### src/rtl/cc_params.sv
// Shared sizing and FSM encoding for the TRNG entropy-holding-register read path.
package cc_params;

  localparam int unsigned CC_EHR_WIDTH = 192;
  localparam int unsigned CC_NUM_WORDS = CC_EHR_WIDTH / 32;
  localparam int unsigned CC_ADDR_W    = 3;

  typedef enum logic [1:0] {
    ST_IDLE      = 2'd0,
    ST_AVAIL     = 2'd1,
    ST_CPU_RD    = 2'd2,
    ST_PRNG_XFER = 2'd3
  } ehr_rd_state_e;

endpackage

### src/rtl/trng_ehr_word_mux.sv
// Selects one 32-bit word of the EHR shadow; out-of-range indices read as zero.
module trng_ehr_word_mux
  import cc_params::*;
#(
  parameter int unsigned EHR_WIDTH = CC_EHR_WIDTH,
  parameter int unsigned NUM_WORDS = CC_NUM_WORDS
) (
  input  logic [EHR_WIDTH-1:0] i_ehr,
  input  logic [CC_ADDR_W-1:0] i_addr,
  output logic [31:0]          o_word
);

  always_comb begin
    o_word = '0;
    for (int unsigned k = 0; k < NUM_WORDS; k++) begin
      if (i_addr == CC_ADDR_W'(k)) o_word = i_ehr[32*k +: 32];
    end
  end

endmodule

### src/rtl/trng_ehr_rd_ctrl.sv
// Arbitrates a captured EHR between an in-order CPU word drain and a whole-EHR PRNG seed transfer.
module trng_ehr_rd_ctrl
  import cc_params::*;
#(
  parameter int unsigned EHR_WIDTH = CC_EHR_WIDTH,
  parameter int unsigned NUM_WORDS = EHR_WIDTH / 32
) (
  input  logic                 rng_clk,
  input  logic                 rst_n,
  input  logic                 rst_trng_logic,
  input  logic                 trng_prng_ehr_valid,
  input  logic [EHR_WIDTH-1:0] ehr_data,
  input  logic                 debug_mode,
  input  logic                 cpu_rd_stb,
  input  logic [CC_ADDR_W-1:0] cpu_rd_addr,
  output logic [31:0]          cpu_rd_data,
  output logic                 cpu_rd_ack,
  output logic                 cpu_ehr_rd,
  output logic                 cpu_in_mid_rd_of_ehr_not_in_debug_mode,
  input  logic                 prng_seed_req,
  output logic                 prng_seed_ack,
  output logic [EHR_WIDTH-1:0] prng_seed_data,
  output logic                 prng_trng_ehr_rd,
  output logic                 ehr_rd_err
);

  localparam logic [CC_ADDR_W:0]   NUM_LIM  = (CC_ADDR_W + 1)'(NUM_WORDS);
  localparam logic [CC_ADDR_W-1:0] LAST_IDX = CC_ADDR_W'(NUM_WORDS - 1);

  ehr_rd_state_e          r_state, w_state_nxt;
  logic [CC_ADDR_W-1:0]   r_word_cnt, w_cnt_nxt;
  logic [EHR_WIDTH-1:0]   r_shadow;
  logic [31:0]            r_rd_data, w_data_nxt;
  logic                   r_ack;
  logic                   r_cpu_ehr_rd, w_cpu_ehr_rd_nxt;
  logic                   r_mid_rd, w_mid_nxt;
  logic                   r_seed_ack, w_seed_ack_nxt;
  logic                   r_prng_rd, w_prng_rd_nxt;
  logic                   r_err, w_err_nxt;
  logic                   w_shadow_ld;
  logic                   w_in_range;
  logic [31:0]            w_word;

  trng_ehr_word_mux #(
    .EHR_WIDTH (EHR_WIDTH),
    .NUM_WORDS (NUM_WORDS)
  ) u_word_mux (
    .i_ehr  (r_shadow),
    .i_addr (cpu_rd_addr),
    .o_word (w_word)
  );

  assign w_in_range = ({1'b0, cpu_rd_addr} < NUM_LIM);

  always_comb begin
    w_state_nxt      = r_state;
    w_cnt_nxt        = r_word_cnt;
    w_shadow_ld      = 1'b0;
    w_data_nxt       = r_rd_data;
    w_cpu_ehr_rd_nxt = 1'b0;
    w_mid_nxt        = r_mid_rd;
    w_seed_ack_nxt   = 1'b0;
    w_prng_rd_nxt    = 1'b0;
    w_err_nxt        = r_err;
    // Every strobe returns zero unless a branch below supplies a word.
    if (cpu_rd_stb) w_data_nxt = '0;
    unique case (r_state)
      ST_IDLE: begin
        if (trng_prng_ehr_valid) begin
          w_state_nxt = ST_AVAIL;
          w_shadow_ld = 1'b1;
          w_cnt_nxt   = '0;
        end
      end
      ST_AVAIL: begin
        if (cpu_rd_stb && debug_mode) begin
          w_data_nxt = w_word;
        end else if (cpu_rd_stb && w_in_range) begin
          if (cpu_rd_addr == '0) begin
            w_data_nxt       = w_word;
            w_cpu_ehr_rd_nxt = 1'b1;
            w_cnt_nxt        = CC_ADDR_W'(1);
            w_mid_nxt        = (LAST_IDX != '0);
            w_state_nxt      = (LAST_IDX != '0) ? ST_CPU_RD : ST_IDLE;
          end else begin
            w_err_nxt = 1'b1;
          end
        end
        // A word-0 CPU drain start takes priority; the PRNG retries after the next capture.
        if (w_state_nxt == ST_AVAIL && prng_seed_req) w_state_nxt = ST_PRNG_XFER;
      end
      ST_CPU_RD: begin
        if (cpu_rd_stb && debug_mode) begin
          w_data_nxt = w_word;
        end else if (cpu_rd_stb && w_in_range) begin
          if (cpu_rd_addr == r_word_cnt) begin
            w_data_nxt       = w_word;
            w_cpu_ehr_rd_nxt = 1'b1;
            w_cnt_nxt        = r_word_cnt + CC_ADDR_W'(1);
            if (r_word_cnt == LAST_IDX) begin
              w_mid_nxt   = 1'b0;
              w_state_nxt = ST_IDLE;
            end
          end else begin
            w_err_nxt = 1'b1;
          end
        end
      end
      ST_PRNG_XFER: begin
        w_seed_ack_nxt = 1'b1;
        w_prng_rd_nxt  = 1'b1;
        w_state_nxt    = ST_IDLE;
      end
    endcase
  end

  always_ff @(posedge rng_clk or negedge rst_n) begin
    if (!rst_n)              r_state <= ST_IDLE;
    else if (rst_trng_logic) r_state <= ST_IDLE;
    else                     r_state <= w_state_nxt;
  end

  always_ff @(posedge rng_clk or negedge rst_n) begin
    if (!rst_n) begin
      r_word_cnt   <= '0;
      r_shadow     <= '0;
      r_rd_data    <= '0;
      r_ack        <= 1'b0;
      r_cpu_ehr_rd <= 1'b0;
      r_mid_rd     <= 1'b0;
      r_seed_ack   <= 1'b0;
      r_prng_rd    <= 1'b0;
      r_err        <= 1'b0;
    end else if (rst_trng_logic) begin
      r_word_cnt   <= '0;
      r_shadow     <= '0;
      r_rd_data    <= '0;
      r_ack        <= 1'b0;
      r_cpu_ehr_rd <= 1'b0;
      r_mid_rd     <= 1'b0;
      r_seed_ack   <= 1'b0;
      r_prng_rd    <= 1'b0;
      r_err        <= 1'b0;
    end else begin
      r_word_cnt   <= w_cnt_nxt;
      if (w_shadow_ld) r_shadow <= ehr_data;
      r_rd_data    <= w_data_nxt;
      r_ack        <= cpu_rd_stb;
      r_cpu_ehr_rd <= w_cpu_ehr_rd_nxt;
      r_mid_rd     <= w_mid_nxt;
      r_seed_ack   <= w_seed_ack_nxt;
      r_prng_rd    <= w_prng_rd_nxt;
      r_err        <= w_err_nxt;
    end
  end

  assign cpu_rd_data                            = r_rd_data;
  assign cpu_rd_ack                             = r_ack;
  assign cpu_ehr_rd                             = r_cpu_ehr_rd;
  assign cpu_in_mid_rd_of_ehr_not_in_debug_mode = r_mid_rd;
  assign prng_seed_ack                          = r_seed_ack;
  assign prng_seed_data                         = r_shadow;
  assign prng_trng_ehr_rd                       = r_prng_rd;
  assign ehr_rd_err                             = r_err;

endmodule

### config.mk
export PLATFORM = sky130hd
export DESIGN_NAME = trng_ehr_rd_ctrl
export DESIGN_NICKNAME = d
export VERILOG_FILES = /design/src/rtl/cc_params.sv /design/src/rtl/trng_ehr_word_mux.sv /design/src/rtl/trng_ehr_rd_ctrl.sv
export SDC_FILE = /design/constraint.sdc
export NUM_CORES = 1
export LEC_CHECK = 0
export ABC_AREA = 0
export CORE_AREA = 5 5 163 165
export CTS_CLUSTER_SIZE = 20
export DETAILED_ROUTE_END_ITERATION = 8
export DIE_AREA = 0 0 168 170
export HOLD_SLACK_MARGIN = 0.15
export PLACE_DENSITY = 0.81
export SYNTH_ARGS = -nofsm -noshare
export SYNTH_HDL_FRONTEND = slang
export SYNTH_SLANG_ARGS = --single-unit
export TNS_END_PERCENT = 1
### constraint.sdc
create_clock -name rng_clk -period 3.07 [get_ports rng_clk]
set_input_delay 0.614 -clock rng_clk [delete_from_list [all_inputs] [get_ports rng_clk]]
set_output_delay 0.614 -clock rng_clk [all_outputs]
set_load 0.1 [all_outputs]
==> results_dict.tcl <==
set metrics [dict create \
    status "finished, final reports clean" \
    criticalPathCategory "flip-flop to flip-flop" \
    clkTransAtPathRegs_ns 0.06 \
    synth-edff-count 0 \
    synth-compound-area-share_pct 16.87 \
    postLayoutCellArea_um2 15800 \
    die_x_um 168 \
    synth_top_family_by_area "compound AO/OA/AOI/OAI gates" \
    synth_commonest_cells "398 x nand2_1, 234 x dfrtp_1, 225 x o21ai_0" \
    hold_violations 0 \
    synth.distinct_cells 47 \
    synthCells 1172 \
    wl_per_cell_um 20.73 \
    synth.area.mux_share_pct 8.727 \
    cp-start-kind "flip-flop" \
    grt_overflow_total 0 \
    synthXorXnorAreaFrac_pct 0.2415 \
    final_nets 1764 \
    yosys.area_share.simple_pct 15.37 \
    top_layer_used "met5" \
    slew_viol_final 0 \
    cts_max_path_buffers 3 \
    grt_pass1_wl_um 59590 \
    worstHoldEndpoint "cpu_rd_data[20]$_DFF_PN0_" \
    drc 0 \
    worstPathMaxFanout 28 \
    worst_pin_slew_ns 0.7108 \
    drt-initial-drc-count 773 \
    finalCritPeriodShare_pct 78.16 \
    synthTopCellsByArea "dfrtp_1 54%, nand2_1 14%, o21ai_0 10%, mux2i_1 7.2%, a32o_1 2.1%" \
    clock-sinks 234 \
    yosysTopAreaCellShare_pct 53.81 \
    drv_cap 0 \
    cts_tree "built" \
    hold_class "flip-flop to flip-flop" \
    routed-via-count 10240 \
    min_from "cpu_rd_data[20]$_DFF_PN0_" \
    clkLatencyLatePin_ns 0.53 \
    fillers 2046 \
    multi_input_area_um2 4573 \
    syn2layout_area_growth_pct 45.17 \
    fin_crit_ns 2.399 \
    cts_resized 0 \
    worstHoldPathCells 1 \
    ys.flop_type "dfrtp_1" \
    cts-root-buf "clkbuf_16" \
    avgSynthCellArea_um2 9.285 \
    arrival_ns 2.86 \
    end_kind "flip-flop" \
    async_flop_share_pct 100.0 \
    synth_top_area_cell "dfrtp_1" \
    antenna_found_initial 2 \
    worstReg2RegStart "r_state[1]$_DFFE_PN0P_" \
    reg2regPathDepth 8 \
    place_area_um2 14870 \
    wl_met1_um 14760 \
    finalSetupTns_ns 0 \
    slew_headroom_pct 52.61 \
    syn_area_um2 10880 \
    finalSetupViolations 0 \
    route.met2.wl_um 19640 \
    grt_use_total_pct 26.43 \
    synthAdderAreaFrac_pct 0.6899 \
    start_util_pct 43.72 \
    routed_via_density 5.374 \
    synth_fp_nets 1380 \
    cts_made_buffers 26 \
    first_global_vias 10180 \
    drt_first_pass_iters 5 \
    rsz0062_at_grt "false" \
    layout-drive-gt1-share_pct 20.08 \
    final-seq-area_um2 5856 \
    fmax_mhz 416.8 \
    coreArea_um2 24890 \
    die_area_um2 28560 \
    ys_ff_latch 234 \
    dp_hpwl_um 29130 \
    gp_congestion 0.8808 \
    std_cell_rows 58 \
    ir_drop_v 0.0004964 \
    crit_required_ns 3.54 \
    ant_nets 0 \
    powerDensity_nw_per_um2 734.3 \
    p_leak_nw 7.381 \
    cts.htree.levels 1 \
    io_pins 432 \
    wl_met3_um 3329 \
    io_buffers 431 \
    drt_wl_total_um 39490 \
    grt_max_degree 201 \
    synth_warnings 0 \
    seq_area_frac_synth_pct 53.81 \
    r2r-end "cpu_rd_data[11]$_DFF_PN0_" \
    rrSetupSlack_ns 0.67 \
    yosysMostFrequentCell "nand2_1" \
    power.total_mw 11.60 \
    clock_skew_ns 0.01869 \
    die_h_um 170 \
]
-- worst max path at each step --
stage / end / slack (ns) / start / cells past startpoint
2_1_floorplan: r_word_cnt[0]$_DFFE_PN0P_ / 1.07 / rst_trng_logic / 6
3_3_place_gp: prng_seed_data[38]$_DFFE_PN0P_ / 0.56 / rst_trng_logic / 4
3_5_place_dp: prng_seed_data[68]$_DFFE_PN0P_ / 0.48 / rst_trng_logic / 4
4_1_cts: cpu_rd_data[11]$_DFF_PN0_ / 0.71 / r_state[1]$_DFFE_PN0P_ / 8
5_1_grt: cpu_rd_data[22]$_DFF_PN0_ / 0.57 / r_state[1]$_DFFE_PN0P_ / 8
6_report: cpu_rd_data[11]$_DFF_PN0_ / 0.67 / r_state[1]$_DFFE_PN0P_ / 8
-- sequential cells by signal, indices dropped and copies added, names as in the netlist --
signal / flops
cpu_ehr_rd: 1
cpu_in_mid_rd_of_ehr_not_in_debug_mode: 1
cpu_rd_ack: 1
cpu_rd_data: 32
ehr_rd_err: 1
prng_seed_data: 192
prng_trng_ehr_rd: 1
r_state: 2
r_word_cnt: 3
-- critical path, cell delays in order, from the launching register on --
cell and delay [ns]:
dfrtp_1 0.39, inv_1 0.11, ha_1 0.39, nor4b_2 0.33
o221a_2 0.25, a41oi_2 0.05, nor3_4 0.20, buf_4 0.35
a32o_1 0.24
-- placed cells by master (no fill, tap or decap), types with 2 or more instances in the layout --
cell,instances
a21oi_1,4
nand2_1,398
dfrtp_1,234
a32o_1,23
nand2b_1,7
buf_4,241
nor2b_1,2
clkbuf_8,4
nor2_1,6
clkbuf_16,27
clkdlybuf4s50_1,197
mux2_2,5
buf_2,2
o22ai_1,5
buf_12,8
a22o_1,5
o2bb2ai_1,2
clkinv_2,2
mux4_2,5
inv_1,12
clkinv_4,3
clkbuf_1,2
nand4_1,2
o221ai_1,4
ha_1,6
a22oi_1,23
o21ai_0,225
o22a_1,4
bufinv_16,3
mux2i_1,78
nor3_4,2
clkinvlp_4,4
xor2_1,3
-- routing by layer --
metal	up-vias	global-route usage [%]
li1	4778	-
met1	4888	31.54
met2	485	46.17
met3	84	6.481
met4	2	10.44
met5	-	0
-- stage by stage --
| stage | util [%] | std cells | setup slack (ns) | hold slack [ns] |
|---|---|---|---|---|
| floorplan | - | 1172 | 1.067 | 0.3184 |
| global placement | 59.75 | 1857 | 0.5581 | 0.4649 |
| detailed placement | 59.75 | 1857 | 0.4817 | 0.4824 |
| CTS | 63.45 | 1904 | 0.7087 | 0.4962 |
| global route | 63.46 | 1905 | 0.5722 | 0.5159 |
| finish | 63.46 | 1905 | 0.6705 | 0.4911 |
-- area by class of cell --
| type | count | area share [%] |
|---|---|---|
| Antenna cell | 1 | 0.01584 |
| Clock buffer | 33 | 4.673 |
| Clock inverter | 13 | 1.093 |
| Inverter | 13 | 0.3406 |
| Multi-Input combinational cell | 830 | 28.95 |
| Sequential cell | 234 | 37.07 |
| Tap cell | 330 | 2.614 |
| Timing Repair Buffer | 451 | 25.24 |
-- power by group --
group / internal (mW) / switching, mW
combinational: 1.02 / 3.56
sequential: 3.43 / 0.333
clock: 1.96 / 1.30
total: 6.41 / 5.19
-- what timing repair did --
item | 4_1_cts | 5_1_grt
endpoints found under the hold margin | 68 | 0
setup buffers | 0 | 0
hold buffers | 1 | 0
-- kinds of logic after synthesis --
kind of cell             Yosys count
adder cells (fa/ha/maj)            6
flip-flops                       234
multiplexers                      88
AO/OA/AOI/OAI                    309
buffers and inverters            108
AND/OR/NAND/NOR                  424
XOR/XNOR                           3
(Power assumes the default switching activity.)
